`config.mk`:
```
export PLATFORM = sky130hd
export DESIGN_NAME = power_domain_sequencer
export DESIGN_NICKNAME = d
export VERILOG_FILES = /design/src/rtl/pds_pkg.sv /design/src/rtl/pds_rr_arbiter.sv /design/src/rtl/power_domain_sequencer.sv
export SDC_FILE = /design/constraint.sdc
export NUM_CORES = 1
export LEC_CHECK = 0
export CORE_MARGIN = 3
export CORE_UTILIZATION = 25
export CTS_BUF_LIST = sky130_fd_sc_hd__clkbuf_4 sky130_fd_sc_hd__clkbuf_8
export DETAILED_ROUTE_END_ITERATION = 8
export DONT_BUFFER_PORTS = 1
export PLACE_DENSITY = 0.48
export SYNTH_ARGS = -nofsm -noshare
export SYNTH_HDL_FRONTEND = slang
export SYNTH_SLANG_ARGS = --single-unit
```
`constraint.sdc`:
```
create_clock -name clk -period 5.18 [get_ports clk]
set_clock_uncertainty 0.2 [all_clocks]
set_input_delay 0.518 -clock clk [delete_from_list [all_inputs] [get_ports clk]]
set_output_delay 0.518 -clock clk [all_outputs]
set_load 0.03 [all_outputs]
```
`src/rtl/pds_pkg.sv`:
```
// Shared types and constants for the power domain sequencer.
// Latency: n/a (declarations only).
// Backpressure: n/a.
package pds_pkg;

  // One transition at a time; UP_RESTORE and DN_SAVE are only visited when
  // retention support is built in.
  typedef enum logic [3:0] {
    IDLE       = 4'd0,
    UP_SW      = 4'd1,
    UP_SETTLE  = 4'd2,
    UP_RESTORE = 4'd3,
    UP_CLK     = 4'd4,
    DN_ISO     = 4'd5,
    DN_CLK     = 4'd6,
    DN_SAVE    = 4'd7,
    DN_SW      = 4'd8
  } pds_state_t;

  // Shared settle / ack-timeout counter width.
  localparam int TO_CNT_W = 16;

  localparam int DEFAULT_SETTLE_CYCLES = 4;
  localparam int DEFAULT_ACK_TIMEOUT   = 255;

endpackage

```
`src/rtl/pds_rr_arbiter.sv`:
```
// Round-robin pick of the lowest pending domain index at or above rr_ptr, wrapping.
// Latency: purely combinational.
// Backpressure: none; the sequencer only samples the grant while idle.
module pds_rr_arbiter #(
  parameter int NUM_DOMAINS = 16,
  parameter int IDX_W       = $clog2(NUM_DOMAINS)
) (
  input  logic [NUM_DOMAINS-1:0] pending,
  input  logic [IDX_W-1:0]       rr_ptr,
  output logic                   grant_valid,
  output logic [IDX_W-1:0]       grant_idx
);

  int j;

  // Scan from rr_ptr upward, wrapping once; first pending domain wins.
  always_comb begin
    grant_valid = 1'b0;
    grant_idx   = '0;
    j           = 0;
    for (int k = 0; k < NUM_DOMAINS; k++) begin
      j = int'(rr_ptr) + k;
      if (j >= NUM_DOMAINS) j = j - NUM_DOMAINS;
      if (!grant_valid && pending[j[IDX_W-1:0]]) begin
        grant_valid = 1'b1;
        grant_idx   = j[IDX_W-1:0];
      end
    end
  end

endmodule

```
`src/rtl/power_domain_sequencer.sv`:
```
// Sequences switch/isolation/retention/clock controls, one domain transition at a time.
// Latency: up = SETTLE_CYCLES+3 edges (+2 without PDS_RETENTION_EN), down = 4 (3), plus ack wait.
// Backpressure: none; req_on is a level, re-arbitrated after each sequence. Option: PDS_RETENTION_EN.
module power_domain_sequencer
  import pds_pkg::*;
#(
  parameter int NUM_DOMAINS   = 16,
  parameter int SETTLE_CYCLES = DEFAULT_SETTLE_CYCLES,
  parameter int ACK_TIMEOUT   = DEFAULT_ACK_TIMEOUT
) (
  input  logic                   clk,
  input  logic                   rst_n,
  input  logic [NUM_DOMAINS-1:0] req_on,
  input  logic [NUM_DOMAINS-1:0] sw_ack,
  input  logic [NUM_DOMAINS-1:0] err_clr,
  output logic [NUM_DOMAINS-1:0] pwr_sw_en,
  output logic [NUM_DOMAINS-1:0] iso_en,
  output logic [NUM_DOMAINS-1:0] clk_en,
  output logic [NUM_DOMAINS-1:0] ret_save,
  output logic [NUM_DOMAINS-1:0] ret_restore,
  output logic [NUM_DOMAINS-1:0] dom_on,
  output logic                   busy,
  output logic [NUM_DOMAINS-1:0] err_timeout
);

  localparam int IDX_W = $clog2(NUM_DOMAINS);
  localparam logic [TO_CNT_W-1:0] SETTLE_LAST = TO_CNT_W'(SETTLE_CYCLES - 1);
  localparam logic [TO_CNT_W-1:0] ACK_LAST    = TO_CNT_W'(ACK_TIMEOUT - 1);
  localparam logic [IDX_W-1:0]    IDX_MAX     = IDX_W'(NUM_DOMAINS - 1);

  pds_state_t             state;
  logic [IDX_W-1:0]       cur_idx;
  logic [IDX_W-1:0]       rr_ptr;
  logic [TO_CNT_W-1:0]    cnt;
  logic [NUM_DOMAINS-1:0] pending;
  logic                   grant_valid;
  logic [IDX_W-1:0]       grant_idx;

  // A domain wants service when its request disagrees with its settled state,
  // unless a previous switch timeout has parked it.
  assign pending = (req_on ^ dom_on) & ~err_timeout;

  pds_rr_arbiter #(
    .NUM_DOMAINS (NUM_DOMAINS),
    .IDX_W       (IDX_W)
  ) u_arb (
    .pending     (pending),
    .rr_ptr      (rr_ptr),
    .grant_valid (grant_valid),
    .grant_idx   (grant_idx)
  );

`ifndef PDS_RETENTION_EN
  assign ret_save    = '0;
  assign ret_restore = '0;
`endif

  // Sequencer FSM; every output is a register updated only for the granted domain.
  always_ff @(posedge clk or negedge rst_n) begin
    if (!rst_n) begin
      state       <= IDLE;
      cur_idx     <= '0;
      rr_ptr      <= '0;
      cnt         <= '0;
      busy        <= 1'b0;
      pwr_sw_en   <= '0;
      iso_en      <= '1;
      clk_en      <= '0;
      dom_on      <= '0;
      err_timeout <= '0;
`ifdef PDS_RETENTION_EN
      ret_save    <= '0;
      ret_restore <= '0;
`endif
    end else begin
`ifdef PDS_RETENTION_EN
      ret_save    <= '0;
      ret_restore <= '0;
`endif
      // A timeout set below overrides a same-cycle clear for that bit.
      err_timeout <= err_timeout & ~err_clr;

      case (state)
        IDLE: begin
          if (grant_valid) begin
            cur_idx <= grant_idx;
            rr_ptr  <= (grant_idx == IDX_MAX) ? '0 : grant_idx + IDX_W'(1);
            cnt     <= '0;
            busy    <= 1'b1;
            if (req_on[grant_idx]) begin
              pwr_sw_en[grant_idx] <= 1'b1;
              state                <= UP_SW;
            end else begin
              iso_en[grant_idx] <= 1'b1;
              dom_on[grant_idx] <= 1'b0;
              state             <= DN_ISO;
            end
          end
        end

        UP_SW: begin
          if (sw_ack[cur_idx]) begin
            cnt   <= '0;
            state <= UP_SETTLE;
          end else if (cnt == ACK_LAST) begin
            // Abort: domain stays isolated, clock off, and is masked until cleared.
            err_timeout[cur_idx] <= 1'b1;
            pwr_sw_en[cur_idx]   <= 1'b0;
            busy                 <= 1'b0;
            state                <= IDLE;
          end else begin
            cnt <= cnt + TO_CNT_W'(1);
          end
        end

        UP_SETTLE: begin
          if (cnt == SETTLE_LAST) begin
`ifdef PDS_RETENTION_EN
            ret_restore[cur_idx] <= 1'b1;
            state                <= UP_RESTORE;
`else
            clk_en[cur_idx] <= 1'b1;
            state           <= UP_CLK;
`endif
          end else begin
            cnt <= cnt + TO_CNT_W'(1);
          end
        end

`ifdef PDS_RETENTION_EN
        UP_RESTORE: begin
          clk_en[cur_idx] <= 1'b1;
          state           <= UP_CLK;
        end
`endif

        UP_CLK: begin
          iso_en[cur_idx] <= 1'b0;
          dom_on[cur_idx] <= 1'b1;
          busy            <= 1'b0;
          state           <= IDLE;
        end

        DN_ISO: begin
          clk_en[cur_idx] <= 1'b0;
          state           <= DN_CLK;
        end

        DN_CLK: begin
`ifdef PDS_RETENTION_EN
          ret_save[cur_idx] <= 1'b1;
          state             <= DN_SAVE;
`else
          pwr_sw_en[cur_idx] <= 1'b0;
          cnt                <= '0;
          state              <= DN_SW;
`endif
        end

`ifdef PDS_RETENTION_EN
        DN_SAVE: begin
          pwr_sw_en[cur_idx] <= 1'b0;
          cnt                <= '0;
          state              <= DN_SW;
        end
`endif

        DN_SW: begin
          if (!sw_ack[cur_idx]) begin
            busy  <= 1'b0;
            state <= IDLE;
          end else if (cnt == ACK_LAST) begin
            err_timeout[cur_idx] <= 1'b1;
            pwr_sw_en[cur_idx]   <= 1'b0;
            busy                 <= 1'b0;
            state                <= IDLE;
          end else begin
            cnt <= cnt + TO_CNT_W'(1);
          end
        end

        default: begin
          busy  <= 1'b0;
          state <= IDLE;
        end
      endcase
    end
  end

endmodule

```
# Yosys cells after proc, flatten, opt, wreduce, memory -nomap -nowiden
# Index checks and enable logic that the tools add are counted.
# totals
register_bits	109
out_inout_bits	113
elab_cells	282
# op_classes
add_sub_neg	33
n_lt_le_gt_ge	36
eq_ne	16
muxes	125
n_bitwise	17
reduce_logical	45
# ops
operator	count
$mux W16	18
$mux W4	38
$pmux W16 S2	4
$and A16 B16 Y16	6
$lt A4 B5 Y1 const B	18
$or A16 B16 Y16	5
$pmux W16 S5	1
$ge A5 B5 Y1 const B	15
$bmux W1 S4	18
$not A16 Y16	4
$pmux W16 S4	1
$sub A4 B1 Y4 const B	16
$add A4 B4 Y5 const B	8
$mux W1	40
$pmux W4 S6	1
$add A4 B3 Y5 const B	4
$logic_and A1 B1 Y1	17
$add A16 B1 Y16 const B	1
$eq A16 B2 Y1 const B	1
$eq A16 B8 Y1 const B	1
$xor A16 B16 Y16	1
$logic_not A1 Y1	15
$ne A2 B2 Y1 const B	7
$eq A4 B3 Y1 const B	3
other kinds (21)	29

# Longest topological paths before layout
# Gate-level depths: netlist of run 1.
# logic_depth
word_depth	59
ltp_mapped	25
mapped_depth_nobuf	16

# Hierarchy
# A second synthesis of run 1 with hierarchy kept.
# unflattened
hier_cells	949
hier_area_um2	8680.8
# modules_own_cells
mod	instances	cells_per_inst	area_per_inst_um2	seq_area_each_um2
power_domain_sequencer	1	669	6208.5	2747.6
pds_rr_arbiter	1	280	2472.4	0.0

# Worst setup path before layout of run 1
# OpenSTA, ideal clock, no wires.
# synth_timing
kind	reg-to-reg
startpoint	register rr_ptr[0]
endpoint	register pwr_sw_en[14]
setup_time_ns	0.122
arrival_time_ns	5.037
slack_ns	-0.178
stages_incl_launch_ff	22
n_path_buf	6
synth_period_minus_slack_ns	5.358
cell_sequence	dfrtp_1 > buf_4 > buf_6 > inv_2 > buf_4 > buf_6 > ha_1 > xnor2_1 > nor4_1 > nor4_1 > o22ai_1 > nor2_1 > nand4_1 > buf_2 > or3_1 > a32o_2 > nor2_8 > mux2_2 > o211ai_1 > nand4bb_4 > buf_2 > a32o_1
# synth_between
elab_chain_cells	58
elab_cells_between_ends	171
# synth_lines
item	line	source
start: declaration	power_domain_sequencer.sv:33	logic [IDX_W-1:0] rr_ptr;
start signal: assignment	power_domain_sequencer.sv:87	rr_ptr <= (grant_idx == IDX_MAX) ? '0 : grant_idx + IDX_W'(1);
parallel branches: the longest is 58 deep, another holds $add A4 B1 Y5	-	
end signal: assignment	power_domain_sequencer.sv:66	pwr_sw_en <= '0;
end signal: indexed assignment	power_domain_sequencer.sv:91	pwr_sw_en[grant_idx] <= 1'b1;
end signal: indexed assignment	power_domain_sequencer.sv:108	pwr_sw_en[cur_idx] <= 1'b0;
end: declaration	power_domain_sequencer.sv:16	output logic [NUM_DOMAINS-1:0] pwr_sw_en,
# Several ways; the timed one is not identified. The select of a mux whose other input is x is not followed.
# A chain may end at the register's enable or synchronous reset.

# Worst setup path in the final report of run 1
# layout_timing
startpoint	register rr_ptr[0]
endpoint	register pwr_sw_en[12]
# The elaborated chain is that of the path after synthesis.

==> flow_summary.ini, run 1 <==
[floorplan]
die_h_um = 196
die_area_mm2 = 0.0383
initial_utilization_pct = 25.7
fp.dieW_um = 196
number_of_placed_i_o_pins = 163
floorplan.rows = 68
core_area_mm2 = 0.0350

[critical_path]
cp_data_arrival_time_ns = 5.14
cpMaxStageDelayCell = sky130_fd_sc_hd__o32ai_1
r2r_start = rr_ptr[0]
timing.critical_path.cells = buf_12 -> o32ai_1 -> mux4_2 -> buf_4 -> mux2i_1 -> nand3_1 -> a21oi_1 -> o32a_1 -> o21a_4 -> nor2_8 -> mux2_2 -> o211ai_1 -> nand4bb_4 -> buf_12 -> a32o_1
timing.critical_path.from = rr_ptr[0]
path_buf_inv = 3
timing.critical_path.from_type = flip-flop
endpoint_kind = flip-flop
cpMostUsedCell = sky130_fd_sc_hd__buf_12
worstPathMaxFanout = 39
worst-endpoint-required_ns = 5.28
max_stage_delay_ns = 0.78
crit_type = reg -> reg
critical_path.top_delay_family = compound AO/OA/AOI/OAI gates

[placement]
place_congestion = 0.951
detailedPlacementHpwl_mm = 30.9
dp.cells = 1571
place.port_buffers = 0

[yosys]
number_of_enable_type_register_cells_in_the_synthesized_netlist = 0
synth_mux_area_share_pct = 7.54
synthSimpleGateAreaFrac_pct = 21.6
fraction_of_registers_with_async_set_reset_pct = 100
synthesis.instances = 1060
synthesized_area_fraction_occupied_by_adder_cells_pct = 1.81
area_of_the_mapped_netlist_mm2 = 0.00899
synth-xor-area-share_pct = 3.60
synth.yosys.warnings = 0
avgSynthCellArea_um2 = 8.48
synth-compound-area-share_pct = 27.8
yosysSeqAreaShare_pct = 30.6
main_combinational_cell_family_by_area_after_synthesis = compound AO/OA/AOI/OAI gates
yosys_most_used_dff = sky130_fd_sc_hd__dfrtp_1
post_synth_num_cell_types = 94
postSynthRegisterBits = 109

[sta]
setup_viol = 0
max_slew.worst_pin.slew_ns = 1.07
max_freq_mhz = 198
finalHoldViolations = 0
unrepaired_setup_endpoints_after_global_routing = no
finalCritPeriodShare_pct = 97.3
setup_tns_ns = 0
report.final.slew_viol_count = 0
post-route-min-period_ns = 5.04
slew-limit-headroom_pct = 28.1

[clock_network]
cts_tree = yes
cts_inserted_buffers = 9
ctsHtreeMaxLevel = 3
cts_buffer_depth = 2
clkLatencyLatePin_ns = 0.40
clock-root-buffer = sky130_fd_sc_hd__clkbuf_8
num_clock_sinks = 109
clk_pin_slew_worst_paths_ns = 0.11

[routing]
detail_route.wirelength_mm = 39.0
viasPerCell = 5.62
drt_pre_antenna_iters = 5
overall_via_count_from_detail_route = 9043
detailedRoute.firstIterationViolations = 781
route.detailed.drc = 0
route.detailed.wl_per_inst_um = 24.2
drtAntennaViolNets = 0

[layout]
regArea_mm2 = 0.00275
multi_input_comb_area_mm2 = 0.00584
drive_gt1_share_pct = 20.1
area_delta_synth_final_pct = 18.5
nets = 1212
fill_cells = 3736
final_cell_count_no_fill = 1610

[outcome]
outcome = finished clean

[min_path]
holdCritPathClass = reg -> reg
hold_path.startpoint = cnt[15]

[run]
max_cap_viols = 0

[global_route]
largest_net_degree_at_the_start_of_global_routing = 110
number_of_antenna_violations_at_the_first_check_in_global_routing = 2
grt_pass1_vias = 8648
grt_pass1_wl_mm = 57.7
grt-ovfl-total = 0
grt_usage_pct = 19.7
## area by class of cell
class	count	share of cell area [%]
diodes	1	0.0235
clock buffers	10	1.29
clock inverters	6	0.517
well taps	455	5.35
multi-input cells	860	54.9
inverters	30	1.06
flip-flops and latches	109	25.8
repair buffers	139	11.1
## kinds of logic (layout without fill, tap and decap cells)
| family | count (synthesis) | count (layout) |
|---|---|---|
| buffers and inverters | 122 | 185 |
| DFF | 109 | 109 |
| other | 1 | 33 |
| and+or+nand+nor | 384 | 384 |
| xor gates and xnor gates | 37 | 37 |
| adders and majority gates | 13 | 13 |
| AOI/OAI and AO/OA | 354 | 354 |
| muxes | 40 | 40 |
## metrics by stage
step | utilization (%) | setup WS (ns) | hold WS [ns] | area, um^2
6_report | 30.5 | 0.139 | 0.308 | 10700
5_1_grt | 30.4 | 0.0170 | 0.323 | 10600
4_1_cts | 30.1 | 0.109 | 0.304 | 10500
3_5_place_dp | 29.0 | 0.146 | 0.0252 | 10100
3_3_place_gp | 29.0 | 0.197 | 0.0255 | 10100
2_1_floorplan | - | 0.0205 | 0.0224 | 9160
## placed cells by master, fill, tap and decap left out, drive strengths merged, types with 8 or more instances in the layout
cell | synthesis | layout
o21a | 11 | 11
nor4 | 30 | 30
nor2 | 112 | 112
o211ai | 13 | 13
or2 | 10 | 10
dfstp | 16 | 16
buf | 56 | 121
ha | 13 | 13
nand2b | 24 | 24
nand3 | 41 | 41
o32a | 11 | 11
dfrtp | 93 | 93
a21oi | 73 | 73
conb | 1 | 32
xor2 | 10 | 10
nor2b | 13 | 13
a31oi | 13 | 13
clkbuf | 36 | 11
a22o | 9 | 9
a32o | 14 | 14
nand2 | 81 | 81
o21ai | 78 | 78
o22ai | 27 | 27
mux2i | 10 | 10
mux4 | 21 | 21
dlygate4sd3 | 0 | 17
a211oi | 8 | 8
xnor2 | 27 | 27
nor3 | 26 | 26
and3 | 10 | 10
o32ai | 16 | 16
o22a | 19 | 19
and2 | 9 | 9
inv | 30 | 33
mux2 | 9 | 9
## synth_stat cells, types with 16 or more instances
cell type,number,area (um^2)
sky130_fd_sc_hd__dfrtp_1,93,2330
sky130_fd_sc_hd__mux4_2,21,473
sky130_fd_sc_hd__nand2b_1,24,150
sky130_fd_sc_hd__o32ai_1,16,140
sky130_fd_sc_hd__a21oi_1,73,365
sky130_fd_sc_hd__buf_4,36,270
sky130_fd_sc_hd__nor3_1,26,130
sky130_fd_sc_hd__nor4_1,29,181
sky130_fd_sc_hd__o22ai_1,27,169
sky130_fd_sc_hd__nand2_1,80,300
sky130_fd_sc_hd__nor2_1,111,417
sky130_fd_sc_hd__o21ai_0,68,340
sky130_fd_sc_hd__o22a_1,19,166
sky130_fd_sc_hd__nand3_1,41,205
sky130_fd_sc_hd__clkbuf_1,36,135
sky130_fd_sc_hd__xnor2_1,27,236
sky130_fd_sc_hd__inv_1,27,101
sky130_fd_sc_hd__dfstp_2,16,420
## path summary, 6_finish.rpt
| kind | slack (ns) | end | cells past startpoint |
|---|---|---|---|
| min in group asynchronous | 0.48 | asynchronous set/reset pin | 2 |
| setup reg to reg | 0.14 | pwr_sw_en[12] | 15 |
| setup / recovery | 0.14 | pwr_sw_en[12] | 15 |
| hold / removal | 0.31 | cnt[15] | 1 |
| max in group asynchronous | 3.78 | err_timeout[1] | 2 |
| hold reg to reg | 0.31 | cnt[15] | 1 |
## layer usage
| layer | vias to the layer above | GRT usage, % | wire length (um) |
|---|---|---|---|
| met1 | 4442 | 26.2 | 16500 |
| li1 | 4136 | - | - |
| met3 | 69 | 4.83 | 3250 |
| met5 | - | 0 | 13 |
| met2 | 394 | 30.9 | 17700 |
| met4 | 2 | 7.21 | 1460 |
## worst reg2reg max path, stage by stage, from the launching register on
cell and delay [ns]:
sky130_fd_sc_hd__dfrtp_2 0.50, sky130_fd_sc_hd__buf_12 0.20, sky130_fd_sc_hd__o32ai_1 0.79, sky130_fd_sc_hd__mux4_2 0.48, sky130_fd_sc_hd__buf_4 0.15, sky130_fd_sc_hd__mux2i_1 0.24, sky130_fd_sc_hd__nand3_1 0.19, sky130_fd_sc_hd__a21oi_1 0.09
sky130_fd_sc_hd__o32a_1 0.39, sky130_fd_sc_hd__o21a_4 0.28, sky130_fd_sc_hd__nor2_8 0.16, sky130_fd_sc_hd__mux2_2 0.35, sky130_fd_sc_hd__o211ai_1 0.31, sky130_fd_sc_hd__nand4bb_4 0.15, sky130_fd_sc_hd__buf_12 0.19, sky130_fd_sc_hd__a32o_1 0.28
## timing repair
item / 4_1_cts / 5_1_grt
endpoints found under the setup margin: 0 / 43
setup buffers: 0 / 3
hold buffers: 18 / 0
gates resized for setup: 0 / 13
endpoints found under the hold margin: 125 / 0
Power of run 1 is left out: the tool's default activity adds up to more than one toggle a clock period on the data nets, which glitch-free logic cannot reach.
==> run 2: changes to the inputs <==
- SLEW_MARGIN: not set -> 30
==> run 2 against run 1 <==
Effect of this change:
- cell area down 0.67%
- critical path depth unchanged
- hold slack better by 0.0039 ns
- global-route usage down 0.085 points
- utilization down 0.20 points
- critical path type unchanged
- critical endpoint unchanged
- via count up 0.38%
==> flow_summary.ini, run 2 (synthesis gave the netlist of run 1 again) <==
[critical_path]
worstPathMaxFanout = 39
cpMostUsedCell = sky130_fd_sc_hd__mux2_2
cells_on_worst_reg2reg_path = 15
critical_path.top_delay_family = simple AND/OR/NAND/NOR gates
crit_type = reg -> reg
timing.critical_path.from_type = flip-flop
cp_data_arrival_time_ns = 5.13
cpMaxStageDelayCell = sky130_fd_sc_hd__mux4_2
max_stage_delay_ns = 0.64
worst-endpoint-required_ns = 5.27
timing.critical_path.cells = inv_2 -> buf_4 -> o32ai_1 -> mux4_2 -> mux2_2 -> nor4_4 -> nand2_2 -> or4_4 -> o21a_4 -> nor2_8 -> mux2_2 -> o211ai_1 -> nand4bb_4 -> buf_12 -> a32o_1
cp_num_cells = 15
endpoint_kind = flip-flop
path_buf_inv = 3

[placement]
place_congestion = 0.951
place.port_buffers = 0
detailedPlacementHpwl_mm = 30.9
placed_area_mm2 = 0.0101

[routing]
overall_via_count_from_detail_route = 9077
detailedRoute.firstIterationViolations = 906
route.detailed.drc = 0
viasPerCell = 5.65
drtAntennaViolNets = 0
drt_pre_antenna_iters = 6
detail_route.wirelength_mm = 38.6
route.detailed.wl_per_inst_um = 24.0

[global_route]
grt-ovfl-total = 0
grt_pass1_vias = 8575
grt_pass1_wl_mm = 57.3
number_of_antenna_violations_at_the_first_check_in_global_routing = 2
grt_usage_pct = 19.6
largest_net_degree_at_the_start_of_global_routing = 110

[run]
max_cap_viols = 0

[layout]
post-route-cell-area_mm2 = 0.0106
area_delta_synth_final_pct = 17.7
mostFrequentLayoutCells = sky130_fd_sc_hd__buf_4, sky130_fd_sc_hd__nor2_1, sky130_fd_sc_hd__dfrtp_1
nets = 1209
drive_gt1_share_pct = 19.7
mostFrequentLayoutCell = sky130_fd_sc_hd__buf_4
n_antenna_cell = 0

[sta]
max_freq_mhz = 199
max_slew.worst_pin.slew_ns = 0.958
setup_viol = 0
unrepaired_setup_endpoints_after_global_routing = no
setup_tns_ns = 0
finalHoldViolations = 0
slew-limit-headroom_pct = 36.0
report.final.slew_viol_count = 0
post-route-min-period_ns = 5.03
finalCritPeriodShare_pct = 97.2

[clock_network]
clk_pin_slew_worst_paths_ns = 0.11
cts_tree = yes
clock-root-buffer = sky130_fd_sc_hd__clkbuf_8
cts_buffer_depth = 2
ctsHtreeMaxLevel = 3
clkLatencyLatePin_ns = 0.40
num_clock_sinks = 109
cts_inserted_buffers = 9

[min_path]
timing.hold.worst_path_depth = 1
holdCritPathClass = reg -> reg

[floorplan]
floorplan.rows = 68
number_of_placed_i_o_pins = 163
core_area_mm2 = 0.0350
initial_utilization_pct = 25.7
fp.dieW_um = 196
die_area_mm2 = 0.0383
die_h_um = 196

[outcome]
outcome = finished clean
[run 2: cell type report]
class	instances	area (um^2)
clock inverter	6	55.1
sequential	109	2750
inverter	30	113
tap	455	569
clock buffer	10	138
timing repair buffer	136	1140
multi-input combinational	860	5820
fill	3720	24400
[run 2: per-stage QoR]
stage	hold WS, ns	setup slack, ns	instances	util, %
6_report	0.312	0.146	1606	30.3
5_1_grt	0.321	0.00257	1606	30.3
4_1_cts	0.308	0.102	1605	30.1
3_5_place_dp	0.0252	0.132	1571	29.0
3_3_place_gp	0.0255	0.197	1571	29.0
2_1_floorplan	0.0224	0.0205	1091	-
[run 2: final timing paths]
check | startpoint | endpoint | slack, ns
worst min-delay path | cnt[15] | cnt[15] | 0.31
worst min register to register | cnt[15] | cnt[15] | 0.31
min in group asynchronous | rst_n | asynchronous set/reset pin | 0.50
max in group asynchronous | rst_n | rr_ptr[0] | 3.83
worst max-delay path | rr_ptr[0] | pwr_sw_en[12] | 0.15
worst max register to register | rr_ptr[0] | pwr_sw_en[12] | 0.15
[run 2: metal layers]
layer  GRT usage (%)  wire, um  up-vias
li1                -         -     4141
met1            26.4     16700     4479
met2            30.7     17600      388
met3            4.09      2780       67
met4            7.68      1520        2
met5               0        10        -
[run 2: worst register-to-register path: cells and delay by family (launching register included)]
| kind | cells | cell delay, ns |
|---|---|---|
| DFF | 1 | 0.44 |
| and+or+nand+nor | 5 | 1.36 |
| muxes | 3 | 1.36 |
| buffers and inverters | 3 | 0.57 |
| AOI/OAI and AO/OA | 4 | 1.01 |
[run 2: what timing repair did]
| action | 4_1_cts | 5_1_grt |
|---|---|---|
| gates resized for setup | 0 | 7 |
| hold endpoints to repair | 125 | 0 |
| buffers inserted | 0 | 1 |
| hold buffers | 18 | 0 |
| setup endpoints to repair | 0 | 44 |
Power of run 2 is left out for the same reason.
==> run 3: changes to the inputs <==
- CORE_MARGIN: 3 -> not set
==> run 3 against run 2 <==
Effect of this change:
- die area down 4.0%
- utilization down 0.35 points
- critical path type unchanged
- critical endpoint is now pwr_sw_en[9]
- critical path depth up 2
==> flow_summary.ini, run 3 (synthesis gave the netlist of run 1 again) <==
[outcome]
outcome = finished clean

[min_path]
holdCritPathClass = in -> reg
timing.hold.worst_path_depth = 1
hold_path.startpoint = err_clr[12]
min_delay_worst_endpoint = err_timeout[12]

[sta]
unrepaired_setup_endpoints_after_global_routing = no
report.final.slew_viol_count = 0
max_slew.worst_pin.slew_ns = 0.908
setup_tns_ns = 0
setup_viol = 0
slew-limit-headroom_pct = 39.3
post-route-min-period_ns = 5.05
finalCritPeriodShare_pct = 97.5
max_freq_mhz = 198
finalHoldViolations = 0

[layout]
fill_cells = 3766
mostFrequentLayoutCell = sky130_fd_sc_hd__buf_4
mostFrequentLayoutCells = sky130_fd_sc_hd__buf_4, sky130_fd_sc_hd__nor2_1, sky130_fd_sc_hd__dfrtp_1
nets = 1211
area_delta_synth_final_pct = 18.0
drive_gt1_share_pct = 20.2
n_antenna_cell = 0

[global_route]
number_of_antenna_violations_at_the_first_check_in_global_routing = 0
globalRouteMet3Util_pct = 4.09
grt-ovfl-total = 0
global_route.usage.met2_pct = 31.7
grt_pass1_vias = 8559
grt_usage_pct = 20.2
grt_pass1_wl_mm = 55.6
grtUsageMet1_pct = 27.1
grt-busiest-layer = met2
largest_net_degree_at_the_start_of_global_routing = 110

[run]
max_cap_viols = 0

[floorplan]
number_of_placed_i_o_pins = 163
core_area_mm2 = 0.0355
fp.dieW_um = 192
floorplan.rows = 69
die_area_mm2 = 0.0367
die_h_um = 192
initial_utilization_pct = 25.3

[clock_network]
cts_tree = yes
cts_buffer_depth = 2
clock-root-buffer = sky130_fd_sc_hd__clkbuf_8
num_clock_sinks = 109
ctsHtreeMaxLevel = 3
clkLatencyLatePin_ns = 0.41
cts_inserted_buffers = 9
clk_pin_slew_worst_paths_ns = 0.10

[critical_path]
cp_data_arrival_time_ns = 5.15
timing.critical_path.from_type = flip-flop
worst-endpoint-required_ns = 5.28
rrSetupSlack_ns = 0.13
cells_on_worst_reg2reg_path = 17
timing.rr.end = pwr_sw_en[9]
worstPathMaxFanout = 26
crit_type = reg -> reg
r2r_start = rr_ptr[1]
endpoint_kind = flip-flop

[routing]
viasPerCell = 5.54
route.detailed.wl_per_inst_um = 22.7
overall_via_count_from_detail_route = 8939
detailedRoute.firstIterationViolations = 689
detail_route.wirelength_mm = 36.7
route.detailed.drc = 0
drt_pre_antenna_iters = 5
drtAntennaViolNets = 0

[placement]
detailedPlacementHpwl_mm = 29.5
place.port_buffers = 0
place_congestion = 1.01
-- run 3: cell types whose count changed in the layout (fill, tap and decap cells not counted), moves of 2 or more --
cell | previous run | this run
sky130_fd_sc_hd__buf_4 | 113 | 119
sky130_fd_sc_hd__clkinvlp_4 | 2 | 0
sky130_fd_sc_hd__xnor2_1 | 26 | 24
sky130_fd_sc_hd__dlygate4sd3_1 | 17 | 14
sky130_fd_sc_hd__inv_8 | 2 | 0
-- run 3: metal layers --
layer / vias up / routed length [um]
li1: 4129 / -
met1: 4367 / 16000
met2: 383 / 16800
met3: 60 / 2480
met4: 0 / 1310
met5: - / 0
-- run 3: timing repair --
item | 4_1_cts | 5_1_grt
gates resized for setup | 0 | 10
hold endpoints to repair | 122 | 0
setup endpoints to repair | 0 | 48
buffers inserted | 0 | 4
hold buffers | 15 | 0
-- run 3: per-stage QoR --
stage | area (um^2) | cells | setup WS (ns) | hold WS, ns | util, %
final | 10600 | 1613 | 0.131 | 0.0179 | 29.9
after CTS | 10500 | 1609 | 0.101 | 0.00141 | 29.7
after floorplan | 9160 | 1091 | 0.0205 | 0.0224 | -
after global placement | 10200 | 1579 | 0.109 | 0.0252 | 28.7
after detailed placement | 10200 | 1579 | 0.116 | 0.0252 | 28.7
after global routing | 10600 | 1613 | 0.00202 | 0.00517 | 29.9
-- run 3: area by class of cell --
class	count	area, um^2	area share, %
Clock buffer	11	151	1.43
Multi-Input combinational cell	860	5850	55.1
Sequential cell	109	2750	25.9
Clock inverter	4	31.3	0.295
Inverter	30	113	1.06
Tap cell	461	577	5.44
Timing Repair Buffer	138	1140	10.8
-- run 3: worst max path at each step --
stage | from | endpoint
after floorplan | rr_ptr[2] | pwr_sw_en[14]
after global placement | req_on[1] | pwr_sw_en[13]
after detailed placement | req_on[1] | pwr_sw_en[9]
after CTS | rr_ptr[1] | pwr_sw_en[9]
after global routing | rr_ptr[2] | pwr_sw_en[12]
final | rr_ptr[1] | pwr_sw_en[9]
-- run 3: critical path, cell delays in order (launching register included) --
cell and delay, ns:
sky130_fd_sc_hd__dfrtp_1 0.42, sky130_fd_sc_hd__buf_12 0.18, sky130_fd_sc_hd__ha_1 0.28, sky130_fd_sc_hd__xnor2_1 0.51
sky130_fd_sc_hd__nor2_1 0.09, sky130_fd_sc_hd__a22o_1 0.38, sky130_fd_sc_hd__nor4_1 0.36, sky130_fd_sc_hd__buf_4 0.19
sky130_fd_sc_hd__nand4_1 0.14, sky130_fd_sc_hd__or3_1 0.42, sky130_fd_sc_hd__buf_4 0.15, sky130_fd_sc_hd__a32oi_2 0.25
sky130_fd_sc_hd__a21boi_1 0.19, sky130_fd_sc_hd__a211oi_2 0.35, sky130_fd_sc_hd__o31ai_4 0.10, sky130_fd_sc_hd__nand4bb_4 0.26
sky130_fd_sc_hd__buf_4 0.21, sky130_fd_sc_hd__a32o_1 0.25
Power of run 3 is left out for the same reason.
